File: config.mk
export PLATFORM = sky130hd
export DESIGN_NAME = clk_div_prog
export DESIGN_NICKNAME = d
export VERILOG_FILES = /design/src/rtl/clk_div_prog.sv
export SDC_FILE = /design/constraint.sdc
export NUM_CORES = 1
export LEC_CHECK = 0
export BUFFER_PORTS_ARGS = -buffer_cell sky130_fd_sc_hd__clkbuf_2
export CAP_MARGIN = 20
export CORE_MARGIN = 2
export CORE_UTILIZATION = 45
export DETAILED_ROUTE_END_ITERATION = 10
export MAX_ROUTING_LAYER = met4
export PLACE_DENSITY_LB_ADDON = 0.1
export SKIP_CTS_REPAIR_TIMING = 1
export SYNTH_ARGS = -nofsm -noshare
export SYNTH_HDL_FRONTEND = slang
export SYNTH_SLANG_ARGS = --single-unit
File: constraint.sdc
create_clock -name clk -period 5.7 [get_ports clk]
set_clock_uncertainty 0.2 [all_clocks]
set_input_delay 1.425 -clock clk [delete_from_list [all_inputs] [get_ports clk]]
set_output_delay 1.425 -clock clk [all_outputs]
set_load 0.01 [all_outputs]
File: src/rtl/clk_div_prog.sv
// -----------------------------------------------------------------------------
// clk_div_prog -- programmable integer clock divider
//
// Produces a registered, glitch-free divided square wave whose period is
// E = max(cur_n, 1) input clock cycles. The output is high for ceil(E/2)
// cycles and low for floor(E/2) cycles. A new ratio is captured by the load
// strobe. It only takes effect at a period boundary, so a running period is
// never cut short or stretched.
//
// Parameters
//   WIDTH      width of the divide-ratio path and period counter
//   RESET_DIV  divide ratio in effect after reset (1 .. 2^WIDTH-1)
//
// Ports
//   clk        input   single clock, rising edge
//   reset      input   asynchronous active-low reset
//   en         input   run enable (level)
//   div_ratio  input   requested divide ratio N (0 is treated as 1)
//   load       input   one-cycle strobe capturing div_ratio as pending ratio
//   clk_out    output  divided square wave (flop output)
//   tick       output  one-cycle pulse on the first cycle of each period
//   ratio_ack  output  one-cycle pulse when a pending ratio becomes active
// -----------------------------------------------------------------------------
module clk_div_prog #(
    parameter int WIDTH     = 8,
    parameter int RESET_DIV = 2
) (
    input  logic             clk,
    input  logic             reset,
    input  logic             en,
    input  logic [WIDTH-1:0] div_ratio,
    input  logic             load,
    output logic             clk_out,
    output logic             tick,
    output logic             ratio_ack
);

    localparam logic [WIDTH-1:0] RESET_N = WIDTH'(RESET_DIV);
    localparam logic [WIDTH-1:0] ONE_W   = {{(WIDTH-1){1'b0}}, 1'b1};
    localparam logic [WIDTH-1:0] ZERO_W  = {WIDTH{1'b0}};

    // Effective ratio: a programmed 0 behaves like 1.
    function automatic logic [WIDTH-1:0] eff_ratio(input logic [WIDTH-1:0] n);
        return (n == ZERO_W) ? ONE_W : n;
    endfunction

    // Number of high cycles, ceil(e/2); one extra bit so e = 2^WIDTH-1 cannot wrap.
    function automatic logic [WIDTH:0] high_len(input logic [WIDTH-1:0] e);
        return ({1'b0, e} + {{WIDTH{1'b0}}, 1'b1}) >> 1;
    endfunction

    logic [WIDTH-1:0] r_cnt;
    logic [WIDTH-1:0] r_cur_n;
    logic [WIDTH-1:0] r_pend_n;
    logic             r_pend_v;
    logic             r_run;       // previous edge sampled en high
    logic             r_clk_out;
    logic             r_tick;
    logic             r_ratio_ack;

    logic [WIDTH-1:0] w_e;
    logic             w_last;
    logic [WIDTH-1:0] w_cnt_nx;
    logic [WIDTH-1:0] w_cur_nx;
    logic [WIDTH-1:0] w_pend_n_nx;
    logic             w_pend_v_nx;
    logic             w_apply;
    logic             w_clk_nx;
    logic             w_tick_nx;

    // Next-state: counter advance, period boundaries and ratio hand-over.
    always_comb begin
        w_e         = eff_ratio(r_cur_n);
        w_last      = (r_cnt == (w_e - ONE_W));
        w_cnt_nx    = ZERO_W;
        w_cur_nx    = r_cur_n;
        w_pend_n_nx = load ? div_ratio : r_pend_n;
        w_pend_v_nx = r_pend_v;
        w_apply     = 1'b0;
        if (en) begin
            if (!r_run || w_last) begin
                // Period boundary (first enabled edge or wrap): a load seen on
                // this same edge wins over an older pending value.
                w_cnt_nx = ZERO_W;
                if (load) begin
                    w_cur_nx    = div_ratio;
                    w_pend_v_nx = 1'b0;
                    w_apply     = 1'b1;
                end else if (r_pend_v) begin
                    w_cur_nx    = r_pend_n;
                    w_pend_v_nx = 1'b0;
                    w_apply     = 1'b1;
                end else begin
                    w_cur_nx    = r_cur_n;
                end
            end else begin
                w_cnt_nx = r_cnt + ONE_W;
                if (load) begin
                    w_pend_v_nx = 1'b1;
                end else begin
                    w_pend_v_nx = r_pend_v;
                end
            end
        end else begin
            // Idle: a pending ratio applies on the edge after it was loaded;
            // a fresh load re-arms the pending slot instead.
            w_cnt_nx = ZERO_W;
            if (load) begin
                w_pend_v_nx = 1'b1;
            end else if (r_pend_v) begin
                w_cur_nx    = r_pend_n;
                w_pend_v_nx = 1'b0;
                w_apply     = 1'b1;
            end else begin
                w_pend_v_nx = 1'b0;
            end
        end
        // Outputs are derived from the next count and next ratio so that they
        // land in the same flop stage as the counter.
        w_clk_nx  = en && ({1'b0, w_cnt_nx} < high_len(eff_ratio(w_cur_nx)));
        w_tick_nx = en && (w_cnt_nx == ZERO_W);
    end

    // State and output registers with asynchronous active-low reset.
    always_ff @(posedge clk or negedge reset) begin
        if (!reset) begin
            r_cnt       <= ZERO_W;
            r_cur_n     <= RESET_N;
            r_pend_n    <= ZERO_W;
            r_pend_v    <= 1'b0;
            r_run       <= 1'b0;
            r_clk_out   <= 1'b0;
            r_tick      <= 1'b0;
            r_ratio_ack <= 1'b0;
        end else begin
            r_cnt       <= w_cnt_nx;
            r_cur_n     <= w_cur_nx;
            r_pend_n    <= w_pend_n_nx;
            r_pend_v    <= w_pend_v_nx;
            r_run       <= en;
            r_clk_out   <= w_clk_nx;
            r_tick      <= w_tick_nx;
            r_ratio_ack <= w_apply;
        end
    end

    assign clk_out   = r_clk_out;
    assign tick      = r_tick;
    assign ratio_ack = r_ratio_ack;

endmodule

# Yosys cells after proc, flatten, opt, wreduce, memory -nomap -nowiden
# Cells that the tools add are included.
op_classes:
  div_mod_pow: 0
  eq_ne: 2
  n_bitwise: 0
  shifts: 0
  n_reduce_logical: 7
  add_sub_neg: 3
  mul: 0
  order_cmp: 1
  muxes: 18
op_table:
  columns: ["operator", "n"]
  rows:
  - ["8-bit 2-to-1 mux", 9]
  - ["8-bit zero test", 3]
  - ["8-bit by 1-bit adder with 9-bit output (second input constant)", 1]
  - ["1-bit 2-to-1 mux", 9]
  - ["8-bit by 1-bit adder with 8-bit output (second input constant)", 1]
  - ["8-bit == test", 1]
  - ["8-bit < comparator", 1]
  - ["8-bit by 1-bit subtractor with 8-bit output (second input constant)", 1]
  - ["3-bit by 1-bit inequality test with 1-bit output (second input constant)", 1]
  - ["1-bit logical AND", 2]
  - ["1-bit zero test", 1]
  - ["1-bit logical OR", 1]
totals:
  ramBits: 0
  latchBits: 0
  wordCells: 39
  rom_bits: 0
  inputBits: 12
  reg_bits: 29
  out_inout_bits: 3
  mem_count: 0

# Depth between registers and ports, before layout
logic_depth:
  depth_word: 12
  depth_mapped: 23
  ltp_nobuf: 20

# Worst setup path before layout
# Ideal clock, no wire load.
synth_path:
  path_kind: "register to register"
  startpoint: "register r_cur_n[4]"
  endpoint: "register r_clk_out, in the netlist clk_out"
  t_required_ns: 5.418
  slack_ns: 0.695
  t_arrival_ns: 4.723
  setup_time_ns: 0.082
  path_stages_with_launch: 22
  n_path_buf: 1
  period_less_slack_ns: 5.005
  path_cell_list: "dfrtp_1 buf_6 or4_4 nor3_1 nor2_1 ha_1 xor2_1 o211ai_1 or3b_2 o41ai_2 mux2_2 a21oi_1 and3_4 xnor2_1 ha_1 a21oi_1 nor2b_1 o21ai_0 nand3b_1 nor3_1 o211ai_1 o22ai_1"
synth_via:
  elab_chain_len: 12
  word_cells_on_any_way: 17
  cone_classes: "add/sub: 2; order compare: 1; eq/ne: 1; mux: 9; reduce/logical: 4"
synth_lines:
  columns: ["item", "line", "text"]
  rows:
  - ["start, declared", "53", "logic [WIDTH-1:0] r_cur_n;"]
  - ["start signal, assigned", "137", "r_cur_n <= w_cur_nx;"]
  - ["8-bit zero test", "44", "return (n == ZERO_W) ? ONE_W : n;"]
  - ["8-bit 2-to-1 mux", "44", null]
  - ["8-bit by 1-bit subtractor with 8-bit output", "74", "w_last = (r_cnt == (w_e - ONE_W));"]
  - ["8-bit == test", "74", null]
  - ["1-bit logical OR", "81", "if (!r_run || w_last) begin"]
  - ["8-bit 2-to-1 mux", "81", null]
  - ["8-bit 2-to-1 mux", "80", "if (en) begin"]
  - ["8-bit zero test", "44", null]
  - ["8-bit 2-to-1 mux", "44", null]
  - ["8-bit by 1-bit adder with 9-bit output", "49", "return ({1'b0, e} + {{WIDTH{1'b0}}, 1'b1}) >> 1;"]
  - ["8-bit < comparator (*)", "120", "w_clk_nx = en && ({1'b0, w_cnt_nx} < high_len(eff_ratio(w_cur_nx)));"]
  - ["1-bit logical AND (*)", "120", null]
  - ["net w_clk_nx", "68", "logic w_clk_nx;"]
  - ["end signal, assigned", "141", "r_clk_out <= w_clk_nx;"]
  - ["end, declared", "57", "logic r_clk_out;"]
# Mark *: on every way through the listed nets, which the timed path passes. The rest lies on a longest branch.
# A chain may end at the register's enable or synchronous reset.

# Worst setup path in the final report
# Ends and elaborated chain as after synthesis.

==> impl_metrics.yaml <==
critical_path:
  worstSetupPathType: "reg2reg"
  path_delay_family: "simple AND/OR/NAND/NOR gates"
  cp_max_fo: 8
  cpPeakStageDelay_ns: 0.60
  arrival_ns: 5.25
  crit_path_end_kind: "register"
  crit_chain: "or4_4 > nor3_1 > nor2_1 > ha_1 > xor2_1 > o211ai_1 > or3b_2 > or4_4 > a221oi_2 > and2_2 > and3_4 > xnor2_1 > ha_1 > a21oi_1 > nor2b_1 > o21ai_0 > nand3b_1 > nor3_1 > o211ai_1 > o22ai_1"
  r2r_setup_slack_ns: 0.45
  crit_slowest_cell: "or4_4"
  crit_buf_inv: 0
  startpoint_type: "register"
  required_ns: 5.70
power:
  p_comb_share_pct: 30.1
  p_sw_mw: 0.220
  p_int_mw: 0.405
  clockPowerShare_pct: 27.0
  p_leak_nw: 0.966
  peakVddDrop_uv: 174
  swShare_pct: 35.2
  power_density_nw_per_um2: 274
  seq_power_share_pct: 42.9
logic_synthesis:
  synthArstFlopShare_pct: 100
  syn_inst: 228
  syn-mean-instance-area_um2: 9.16
  synth-seq-cells: 29
  syn_nets: 249
  ys_seq_area_share_pct: 34.8
  ys_types: 53
  synth-edff-count: 0
  ys_warn_count: 0
  netlist_area_um2: 2090
  synth_ff_type: "dfrtp_1"
route:
  vias: 1723
  drc_errors: 0
  avgViaCountPerCell: 5.94
  ant_nets: 0
  wl_per_cell_um: 17.6
  drt_iter0_drc: 137
  firstDrtPassIters: 4
  drt-total-wl_mm: 5.10
timing:
  min_period_ns: 5.25
  timing.final.ws_setup_ns: 0.452
  report.final.slew_viol_count: 0
  min_period_over_period_pct: 92.1
  max_slew_margin_pct: 49.2
  setup_viol_count_final: 0
  fmax_ghz: 0.191
  hold_violations: 0
  holdWs_ns: 0.315
  worst_pin_slew_ns: 0.751
floorplanning:
  die_width_um: 72.1
  start_util_pct: 47.3
  rows: 24
  core_um2: 4410
  die_h_um: 72.1
  ios: 15
  fp.dieArea_um2: 5200
cts:
  root_buffer: "clkbuf_8"
  cts_buffers: 5
  clock_latency_ns: 0.28
  cts-root-to-sink-buffers: 2
  cts_htree_levels: 2
  tritoncts: "built"
  cts.sinks: 29
  clk_pin_slew_ns: 0.06
cells_and_area:
  fillers: 423
  fin_nets: 259
  fin_util_pct: 51.6
  regArea_um2: 727
  antennaDiodeCount: 0
  drive_gt1_share_pct: 18.9
  synthToLayoutAreaGrowth_pct: 9.17
  multiInputGateArea_um2: 1290
place:
  portBuffers: 14
  dp_hpwl_mm: 3.75
  placement.setup.worst_slack_ns: 0.435
  gp_congestion: 0.907
run_status:
  outcome: "finished, final reports clean"
grt:
  antenna_found_initial: 0
  grt_pass1_wl_mm: 8.96
  grt_pass1_vias: 1767
  grt_util_all_layers_pct: 23.2
  grt-ovfl-total: 0
  grt_max_degree: 30
min_path:
  hp-class: "reg2reg"
run:
  maxCapViolCount: 0
-- synthesized netlist by cell type (2+ instances only) --
master     instances  share of area (%)
a21oi_1           13                3.1
and3_1             4                1.2
buf_6              3                1.6
clkbuf_1           8                1.4
dfrtp_1           28                 34
ha_1               9                5.4
inv_1              6                1.1
mux2_2            11                5.9
mux2i_1            5                2.4
nand2_1           14                2.5
nand2b_1           4                1.2
nand3_1            9                2.2
nand3b_1           5                1.8
nand4_1            2               0.60
nor2_1            21                3.8
nor2b_1            2               0.60
nor3_1             9                2.2
nor4_1             3               0.90
nor4b_1            2               0.84
o2111ai_1          2               0.84
o211a_1            2               0.96
o211ai_1           5                1.8
o21ai_0            7                1.7
o221ai_1           2               0.84
o22ai_1            4                1.2
or4_1              4                1.4
or4_4              2                1.1
xnor2_1            7                2.9
xor2_1            11                4.6
-- placed cells by master, fill, tap and decap left out, drive strengths merged, types with 3 or more instances in the layout --
master | netlist | routed
a21oi | 13 | 13
and3 | 5 | 5
clkbuf | 8 | 21
dfrtp | 28 | 28
ha | 9 | 9
inv | 6 | 6
mux2 | 11 | 11
mux2i | 5 | 5
nand2 | 15 | 15
nand2b | 4 | 4
nand3 | 9 | 9
nand3b | 5 | 5
nor2 | 21 | 21
nor3 | 9 | 9
nor4 | 3 | 3
o211a | 3 | 3
o211ai | 5 | 5
o21ai | 8 | 8
o22ai | 4 | 4
or4 | 6 | 6
xnor2 | 7 | 7
xor2 | 11 | 11
-- power by group through the flow --
stage               Combinational [mW]  Sequential [mW]  Clock [mW]
detailed placement               0.181            0.270           0
global placement                 0.181            0.270           0
CTS                              0.183            0.267       0.172
finish                           0.188            0.268       0.169
global route                     0.212            0.272       0.182
floorplan                        0.159            0.243           0
-- logic make-up after synthesis --
group / Yosys count / synth area share [%]
AOI/OAI and AO/OA: 48 / 16.3
xor gates and xnor gates: 18 / 7.55
adders and majority gates: 9 / 5.39
buffers and inverters: 19 / 4.55
DFF: 29 / 34.8
muxes: 16 / 8.33
and+or+nand+nor: 89 / 23.1
-- path summary, 6_finish.rpt --
kind | startpoint | to | depth (start not counted)
hold / removal | r_pend_n[2]$_DFFE_PN0P_ | r_pend_n[2]$_DFFE_PN0P_ | 1
max in group asynchronous | reset | tick$_DFF_PN0_ | 1
min in group asynchronous | reset | r_pend_n[3]$_DFFE_PN0P_ | 1
setup reg to reg | r_cur_n[4]$_DFF_PN0_ | clk_out$_DFF_PN0_ | 20
hold reg to reg | r_pend_n[2]$_DFFE_PN0P_ | r_pend_n[2]$_DFFE_PN0P_ | 1
setup / recovery | r_cur_n[4]$_DFF_PN0_ | clk_out$_DFF_PN0_ | 20
-- flip-flops by register name, summed over array words and instances (netlist names) --
register,count
r_cnt,8
ratio_ack,1
r_pend_n,8
tick,1
r_cur_n,8
clk_out,1
r_pend_v,1
r_run,1
-- layout make-up --
class                   instances  share of cell area (%)
repair buffers                 16                    3.73
clock buffers                   7                    3.79
flip-flops and latches         29                    31.9
multi-input cells             180                    56.8
well taps                      52                    2.85
inverters                       6                   0.988
-- per-layer routing --
metal / track usage (%) / wire length, um / vias up / part of all wire (%)
met4: 8.81 / 79 / 0 / 1.6
li1: - / - / 854 / -
met3: 4.72 / 206 / 9 / 4.0
met2: 32.5 / 2260 / 31 / 44
met1: 32.9 / 2550 / 829 / 50
met5: - / 0 / - / 0
-- stage by stage --
step                      total power [mW]  instance area [um2]  std cells  setup TNS [ns]
final                                0.625                 2280        290               0
after global routing                 0.666                 2280        290        -0.00263
after CTS                            0.622                 2250        290               0
after detailed placement             0.452                 2170        283               0
after global placement               0.452                 2170        283               0
after floorplan                      0.402                 2090        228               0
No activity file was read; power rests on OpenSTA's default activity.
